[src/rtl/alu_arith_sequencer.sv]
// alu_arith_sequencer: accepts one arithmetic command at a time, issues it to an
// external registered arithmetic unit, waits for its completion flag (bounded by
// TIMEOUT cycles) and holds the result as a response until it is consumed.
// Optional build macro: ALU_SEQ_DIVZERO_CHK_EN -- when defined, a divide command
// with a zero divisor is answered immediately with an error response and is
// never sent to the arithmetic unit.
module alu_arith_sequencer #(
  parameter int WIDTH       = 16,
  parameter int ARITH_WIDTH = 2 * WIDTH,
  parameter int TIMEOUT     = 4
) (
  input  logic                   CLK,
  input  logic                   RST,
  input  logic                   cmd_valid,
  output logic                   cmd_ready,
  input  logic [1:0]             cmd_op,
  input  logic [WIDTH-1:0]       cmd_a,
  input  logic [WIDTH-1:0]       cmd_b,
  output logic [WIDTH-1:0]       A,
  output logic [WIDTH-1:0]       B,
  output logic [1:0]             ALU_FUN,
  output logic                   Arith_Enable,
  input  logic [ARITH_WIDTH-1:0] Arith_OUT,
  input  logic                   Carry_OUT,
  input  logic                   Arith_Flag,
  output logic                   rsp_valid,
  input  logic                   rsp_ready,
  output logic [ARITH_WIDTH-1:0] rsp_data,
  output logic                   rsp_carry,
  output logic                   rsp_err,
  output logic                   busy,
  output logic [7:0]             rsp_count
);

  localparam int CNT_W = $clog2(TIMEOUT + 1);

  typedef enum logic [1:0] {
    IDLE  = 2'b00,
    ISSUE = 2'b01,
    WAIT  = 2'b10,
    RESP  = 2'b11
  } state_t;

  localparam logic [1:0] OP_DIV = 2'b11;

  state_t state_q;
  state_t state_nxt;

  logic signed [WIDTH-1:0]       op_a_p0;
  logic signed [WIDTH-1:0]       op_b_p0;
  logic [1:0]                    op_fun_p0;
  logic [CNT_W-1:0]              wait_cnt_q;
  logic [CNT_W-1:0]              wait_cnt_inc;
  logic                          timeout_hit;
  logic signed [ARITH_WIDTH-1:0] rsp_data_p1;
  logic                          rsp_carry_p1;
  logic                          rsp_err_p1;
  logic [7:0]                    rsp_count_q;
  logic                          div_zero;

  function automatic logic is_div_zero(input logic [1:0] op,
                                       input logic [WIDTH-1:0] divisor);
    is_div_zero = (op == OP_DIV) && (divisor == '0);
  endfunction

  assign wait_cnt_inc = wait_cnt_q + 1'b1;
  assign timeout_hit  = !Arith_Flag && (wait_cnt_inc == CNT_W'(TIMEOUT));
  assign div_zero     = is_div_zero(cmd_op, cmd_b);

  // State register; reset aborts any command in flight.
  always_ff @(posedge CLK or negedge RST) begin
    if (!RST) begin
      state_q <= IDLE;
    end else begin
      state_q <= state_nxt;
    end
  end

  // Next-state decode.
  always_comb begin
    state_nxt = state_q;
    case (state_q)
      IDLE: begin
        if (cmd_valid) begin
`ifdef ALU_SEQ_DIVZERO_CHK_EN
          state_nxt = div_zero ? RESP : ISSUE;
`else
          state_nxt = ISSUE;
`endif
        end
      end
      ISSUE: state_nxt = WAIT;
      WAIT: begin
        if (Arith_Flag || timeout_hit) begin
          state_nxt = RESP;
        end
      end
      RESP: begin
        if (rsp_ready) begin
          state_nxt = IDLE;
        end
      end
      default: state_nxt = IDLE;
    endcase
  end

  // ---- command latch / issue stage (p0) ----
  // Operands and opcode are captured on accept and held until the next accept.
  always_ff @(posedge CLK or negedge RST) begin
    if (!RST) begin
      op_a_p0   <= '0;
      op_b_p0   <= '0;
      op_fun_p0 <= '0;
    end else if (state_q == IDLE && cmd_valid) begin
      op_a_p0   <= signed'(cmd_a);
      op_b_p0   <= signed'(cmd_b);
      op_fun_p0 <= cmd_op;
    end
  end

  // Wait-cycle counter, cleared while issuing and advanced on each idle flag.
  always_ff @(posedge CLK or negedge RST) begin
    if (!RST) begin
      wait_cnt_q <= '0;
    end else if (state_q == ISSUE) begin
      wait_cnt_q <= '0;
    end else if (state_q == WAIT && !Arith_Flag) begin
      wait_cnt_q <= wait_cnt_inc;
    end
  end

  // ---- response stage (p1) ----
  // Response payload: unit result on completion, zeroed error on timeout or
  // (optionally) on a rejected divide-by-zero; frozen while RESP waits.
  always_ff @(posedge CLK or negedge RST) begin
    if (!RST) begin
      rsp_data_p1  <= '0;
      rsp_carry_p1 <= 1'b0;
      rsp_err_p1   <= 1'b0;
    end else begin
      case (state_q)
        IDLE: begin
`ifdef ALU_SEQ_DIVZERO_CHK_EN
          if (cmd_valid && div_zero) begin
            rsp_data_p1  <= '0;
            rsp_carry_p1 <= 1'b0;
            rsp_err_p1   <= 1'b1;
          end
`endif
        end
        WAIT: begin
          if (Arith_Flag) begin
            rsp_data_p1  <= signed'(Arith_OUT);
            rsp_carry_p1 <= Carry_OUT;
            rsp_err_p1   <= 1'b0;
          end else if (timeout_hit) begin
            rsp_data_p1  <= '0;
            rsp_carry_p1 <= 1'b0;
            rsp_err_p1   <= 1'b1;
          end
        end
        default: begin
        end
      endcase
    end
  end

  // Completed-response counter, wraps naturally at 8 bits.
  always_ff @(posedge CLK or negedge RST) begin
    if (!RST) begin
      rsp_count_q <= '0;
    end else if (state_q == RESP && rsp_ready) begin
      rsp_count_q <= rsp_count_q + 8'd1;
    end
  end

`ifndef ALU_SEQ_DIVZERO_CHK_EN
  logic unused_div_zero;
  assign unused_div_zero = div_zero;
`endif

  assign cmd_ready    = (state_q == IDLE);
  assign Arith_Enable = (state_q == ISSUE);
  assign rsp_valid    = (state_q == RESP);
  assign busy         = (state_q != IDLE);
  assign A            = op_a_p0;
  assign B            = op_b_p0;
  assign ALU_FUN      = op_fun_p0;
  assign rsp_data     = rsp_data_p1;
  assign rsp_carry    = rsp_carry_p1;
  assign rsp_err      = rsp_err_p1;
  assign rsp_count    = rsp_count_q;

endmodule

[config.mk]
export PLATFORM = sky130hd
export DESIGN_NAME = alu_arith_sequencer
export DESIGN_NICKNAME = d
export VERILOG_FILES = /design/src/rtl/alu_arith_sequencer.sv
export SDC_FILE = /design/constraint.sdc
export NUM_CORES = 1
export LEC_CHECK = 0
export CORE_ASPECT_RATIO = 1.25
export CORE_MARGIN = 5
export CORE_UTILIZATION = 30
export CTS_BUF_LIST = sky130_fd_sc_hd__clkbuf_2
export CTS_CLUSTER_DIAMETER = 120
export DETAILED_ROUTE_END_ITERATION = 12
export GPL_TIMING_DRIVEN = 1
export PLACE_DENSITY = 0.66
export SETUP_SLACK_MARGIN = 0.1
export SLEW_MARGIN = 15
export SYNTH_ARGS = -nofsm -noshare
export SYNTH_HDL_FRONTEND = slang
export SYNTH_SLANG_ARGS = --single-unit
export TNS_END_PERCENT = 50
[constraint.sdc]
create_clock -name CLK -period 2.3 [get_ports CLK]
set_input_delay 0.46 -clock CLK [delete_from_list [all_inputs] [get_ports CLK]]
set_output_delay 0.46 -clock CLK [all_outputs]
set_load 0.02 [all_outputs]
# --- Word level (Yosys, flattened, before mapping) ---
# Index checks and enable logic that the tools add are counted.
# W data, S select, Z words.
word_totals:
  ramBits: 0
  rom_bits: 0
  latch_bits: 0
  out_inout_bits: 80
  word_cells: 42
  memories: 0
  ff_bits: 81
  inputBits: 72
op_classes:
  muxes: 12
  n_shift: 0
  bitwise_logic: 0
  magnitude_cmp: 0
  multipliers: 0
  n_reduce_logical: 12
  n_eq_ne: 7
  div: 0
  add_sub_neg: 2
ops:
  columns: ["op", "n"]
  rows:
  - ["$mux W32", 2]
  - ["$add A8 B1 Y8 const B", 1]
  - ["$pmux W2 S4", 1]
  - ["$mux W2", 3]
  - ["$mux W3", 2]
  - ["$reduce_bool A2 Y1", 3]
  - ["$eq A2 B2 Y1 const B", 2]
  - ["$logic_and A1 B1 Y1", 4]
  - ["$mux W1", 4]
  - ["$ne A2 B2 Y1 const B", 2]
  - ["$add A3 B1 Y3 const B", 1]
  - ["$eq A3 B3 Y1 const B", 1]
  - ["$reduce_and A3 Y1", 1]
  - ["$eq A2 B1 Y1 const B", 1]
  - ["$logic_not A2 Y1", 1]
  - ["$ne A2 B1 Y1 const B", 1]
  - ["$reduce_and A2 Y1", 1]
  - ["$logic_not A1 Y1", 1]
  - ["$logic_or A1 B1 Y1", 1]

# --- Longest topological paths before layout ---
depth:
  word_depth: 6
  mapped_depth: 6
  depth_no_buf: 6

# --- Least setup slack after synthesis ---
# OpenSTA, ideal clock, no wires.
synth_path:
  path_kind: "register to register"
  from: "reg state_q[0]"
  to: "reg op_fun_p0[1], in the netlist ALU_FUN[1]"
  synth_period_minus_slack_ns: 1.648
  setup_ns: 0.125
  slack_ns: 0.652
  path_buffers: 1
  path_stages_with_launch: 6
  arrival_ns: 1.523
  required_ns: 2.175
  cell_sequence: "dfrtp_1 > inv_1 > ha_1 > nand2_1 > buf_2 > mux2_2"
synth_between:
  elab_chain_cells: 2
synth_rtl:
  columns: ["item", "line", "source"]
  rows:
  - ["start, declared", "46", "state_t state_q;"]
  - ["start signal, assigned", "75", "state_q <= state_nxt;"]
  - ["$logic_not A2 Y1", null, null]
  - ["named net cmd_ready", "15", "output logic cmd_ready,"]
  - ["$logic_and A1 B1 Y1", "114", "end else if (state_q == IDLE && cmd_valid) begin"]
  - ["end signal, assigned", "117", "op_fun_p0 <= cmd_op;"]
  - ["end, declared", "51", "logic [1:0] op_fun_p0;"]
# The timed path passes the listed nets, and every way through them passes these cells.
# A chain may end at the register's enable or synchronous reset.

# --- Final worst setup path ---
layout_path:
  from: "reg state_q[0]"
  to: "out rsp_valid"
layout_between:
  elab_chain_cells: 1
layout_rtl:
  columns: ["item", "line", "source"]
  rows:
  - ["$eq A2 B2 Y1", "184", "assign rsp_valid = (state_q == RESP);"]
  - ["end, declared", "26", "output logic rsp_valid,"]
# No other way between the ends.

==> results.cfg <==
[floorplan]
num_rows = 41
initial_core_util_pct = 31.0
die_w_um = 102
die_y_um = 124
core_um2 = 10200
die-area_um2 = 12600
io_pins = 152

[route]
wl_per_cell_um = 16.3
wl_met1_mm = 3.11
wl_mm = 8.15
vias = 2298
drt-pass1-iter-count = 3
maxUsedRoutingLayer = met4
dr_wl_met3_um = 760
met2_length_mm = 4.04
vias_per_cell = 4.59
drt_iter0_markers = 47
drc = 0
ant_nets = 0

[clock_network]
cts-root-buf = clkbuf_2
clkTransAtPathRegs_ns = 0.22
cts_buffers = 9
clk_path_buf_depth = 2
clock-sinks = 81
cts_tree = yes
clock_latency_ns = 0.52
h-tree-depth = 3

[global_routing]
grt_usage_pct = 13.3
grt.overflow.total = 0
grt_antenna_before_repair = 0
grt_pass1_vias = 2500
grt_max_degree = 44
grt_first_pass_wirelength_mm = 13.1

[yosys]
postSynthCellCount = 206
yosysUniqueCellTypes = 23
postSynth.asyncResetShare_pct = 100
synth_seq_area_share_pct = 64.4
synth_edf_count = 0
synth-seq-cells = 81
ys_dominant_reg_cell = dfrtp_1
synth_area_um2 = 3150
synth.yosys.warnings = 0
syn_nets = 285
synth_area_per_cell_um2 = 15.3

[power_and_ir_drop]
clkPwrFrac_pct = 9.4
intPower_mw = 4.12
p_comb_share_pct = 54.1
cellLeakagePower_nw = 2.16
ir_drop_mv = 0.646
p_switching_mw = 2.52
power.density_nw_per_um2 = 1340
switching_share_pct = 37.9
p_seq_share_pct = 36.5

[cells_and_area]
post-route-util_pct = 48.6
areaGrowthSynthToFinish_pct = 56.8
layout-drive-gt1-share_pct = 17.2
diodes = 0
final_common_cell = clkdlybuf4s50_1
regArea_um2 = 2030
layout_common_cells = clkdlybuf4s50_1 (146), dfrtp_1 (81), mux2_2 (35)
multi_input_area_um2 = 1050
fin_nets = 446
fill_cells = 938

[job]
cap_viol_max_count = 0

[timing]
worst_hold_slack_ns = 0.412
fin_crit_sh_pct = 91.3
fmax_mhz = 476
slew_violations = 0
tightest_slew_ns = 0.509
rsz0062_at_grt = yes
setup_violations = 0
finalCriticalPeriod_ns = 2.10
slew_headroom_pct = 66.1
tns_ns = 0
final-hold-violation-count = 0
finClkSkew_ns = 0.0196

[placement]
dp_hpwl_mm = 6.05
gp_congestion = 0.748
port_buffers = 151

[setup_path]
critPathCaptureType = primary output
reg2reg_depth = 5
cp_max_fo = 5
regToRegEndpoint = state_q[1]
worstPathRequired_ns = 1.84
startpoint_type = register
path_class = register to primary output
cp.arrival_ns = 1.64
crit_path_start = state_q[0]
reg2reg_slack_ns = 0.57
timing.rr.start = state_q[0]

[worst_hold_path]
hold_path.class = input port to asynchronous set/reset pin

[status]
status = complete, no violations
power groups by stage:
stage	Sequential, mW	Combinational, mW	Clock (mW)
2_1_floorplan	3.20	1.11	0
5_1_grt	2.52	3.82	0.728
6_report	2.42	3.59	0.623
3_3_place_gp	2.43	3.57	0
4_1_cts	2.43	3.60	0.662
3_5_place_dp	2.46	3.61	0
flip-flops by register name, summed over array words and instances (netlist names):
name and count:
wait_cnt_q 3, rsp_carry 1, B 16, A 16, ALU_FUN 2, rsp_data 32, state_q 2, rsp_count 8
rsp_err 1
layout make-up:
type / count / area share, %
clock buffers: 10 / 1.01
clock inverters: 6 / 0.710
inverters: 4 / 0.304
multi-input cells: 111 / 21.2
flip-flops and latches: 81 / 41.1
well taps: 129 / 3.27
repair buffers: 160 / 32.4
synthesized netlist by cell type, types with 3 or more instances:
cell / count / area (um^2)
a22o_1: 33 / 289
buf_6: 3 / 33.8
nor2_1: 4 / 15.0
mux2_2: 35 / 394
nand2_1: 4 / 15.0
and3_1: 3 / 18.8
inv_1: 4 / 15.0
nand3_1: 5 / 25.0
xor2_1: 3 / 26.3
dfrtp_1: 81 / 2030
ha_1: 7 / 87.6
buf_2: 7 / 35.0
xnor2_1: 7 / 61.3
worst max path at each step:
stage	to	slack, ns	depth (start not counted)
after floorplan	ALU_FUN[1]	0.65	5
after global placement	state_q[1]	0.43	4
after detailed placement	state_q[1]	0.38	4
after CTS	busy	0.08	4
after global routing	rsp_valid	0.04	3
final	rsp_valid	0.20	3
stage by stage:
step	std cells	instance area, um^2	power, mW	setup WS, ns
floorplan	206	3150	4.31	0.652
global placement	482	4820	6.00	0.431
detailed placement	482	4820	6.07	0.384
CTS	499	4910	6.69	0.0779
global route	501	4930	7.07	0.0398
finish	501	4930	6.63	0.201
worst max-delay path, cell delays in order (launching register included):
cell,delay [ns]
dfrtp_1,0.45
buf_4,0.14
ha_1,0.24
clkdlybuf4s15_1,0.31
routing by layer:
layer,GRT usage (%),vias up
met5,0,-
met4,6.42,0
met3,4.31,20
met2,21.4,90
met1,15.8,1126
li1,-,1062
repair_timing:
action | in CTS | in global routing
hold buffers | 1 | 0
endpoints found under the hold margin | 38 | 0
resized for setup | 4 | 6
gates cloned | 0 | 0
setup endpoints to repair | 4 | 5
setup buffers | 0 | 2
cells by family after synthesis:
group                      Yosys count  synth area share, %
buffers and inverters               14                 2.66
and+or+nand+nor                     20                 3.46
adders and majority gates            7                 2.78
xor gates and xnor gates            10                 2.78
AOI/OAI and AO/OA                   37                 10.7
DFF                                 81                 64.4
muxes                               37                 13.2
Power figures use the tool's default switching activity.
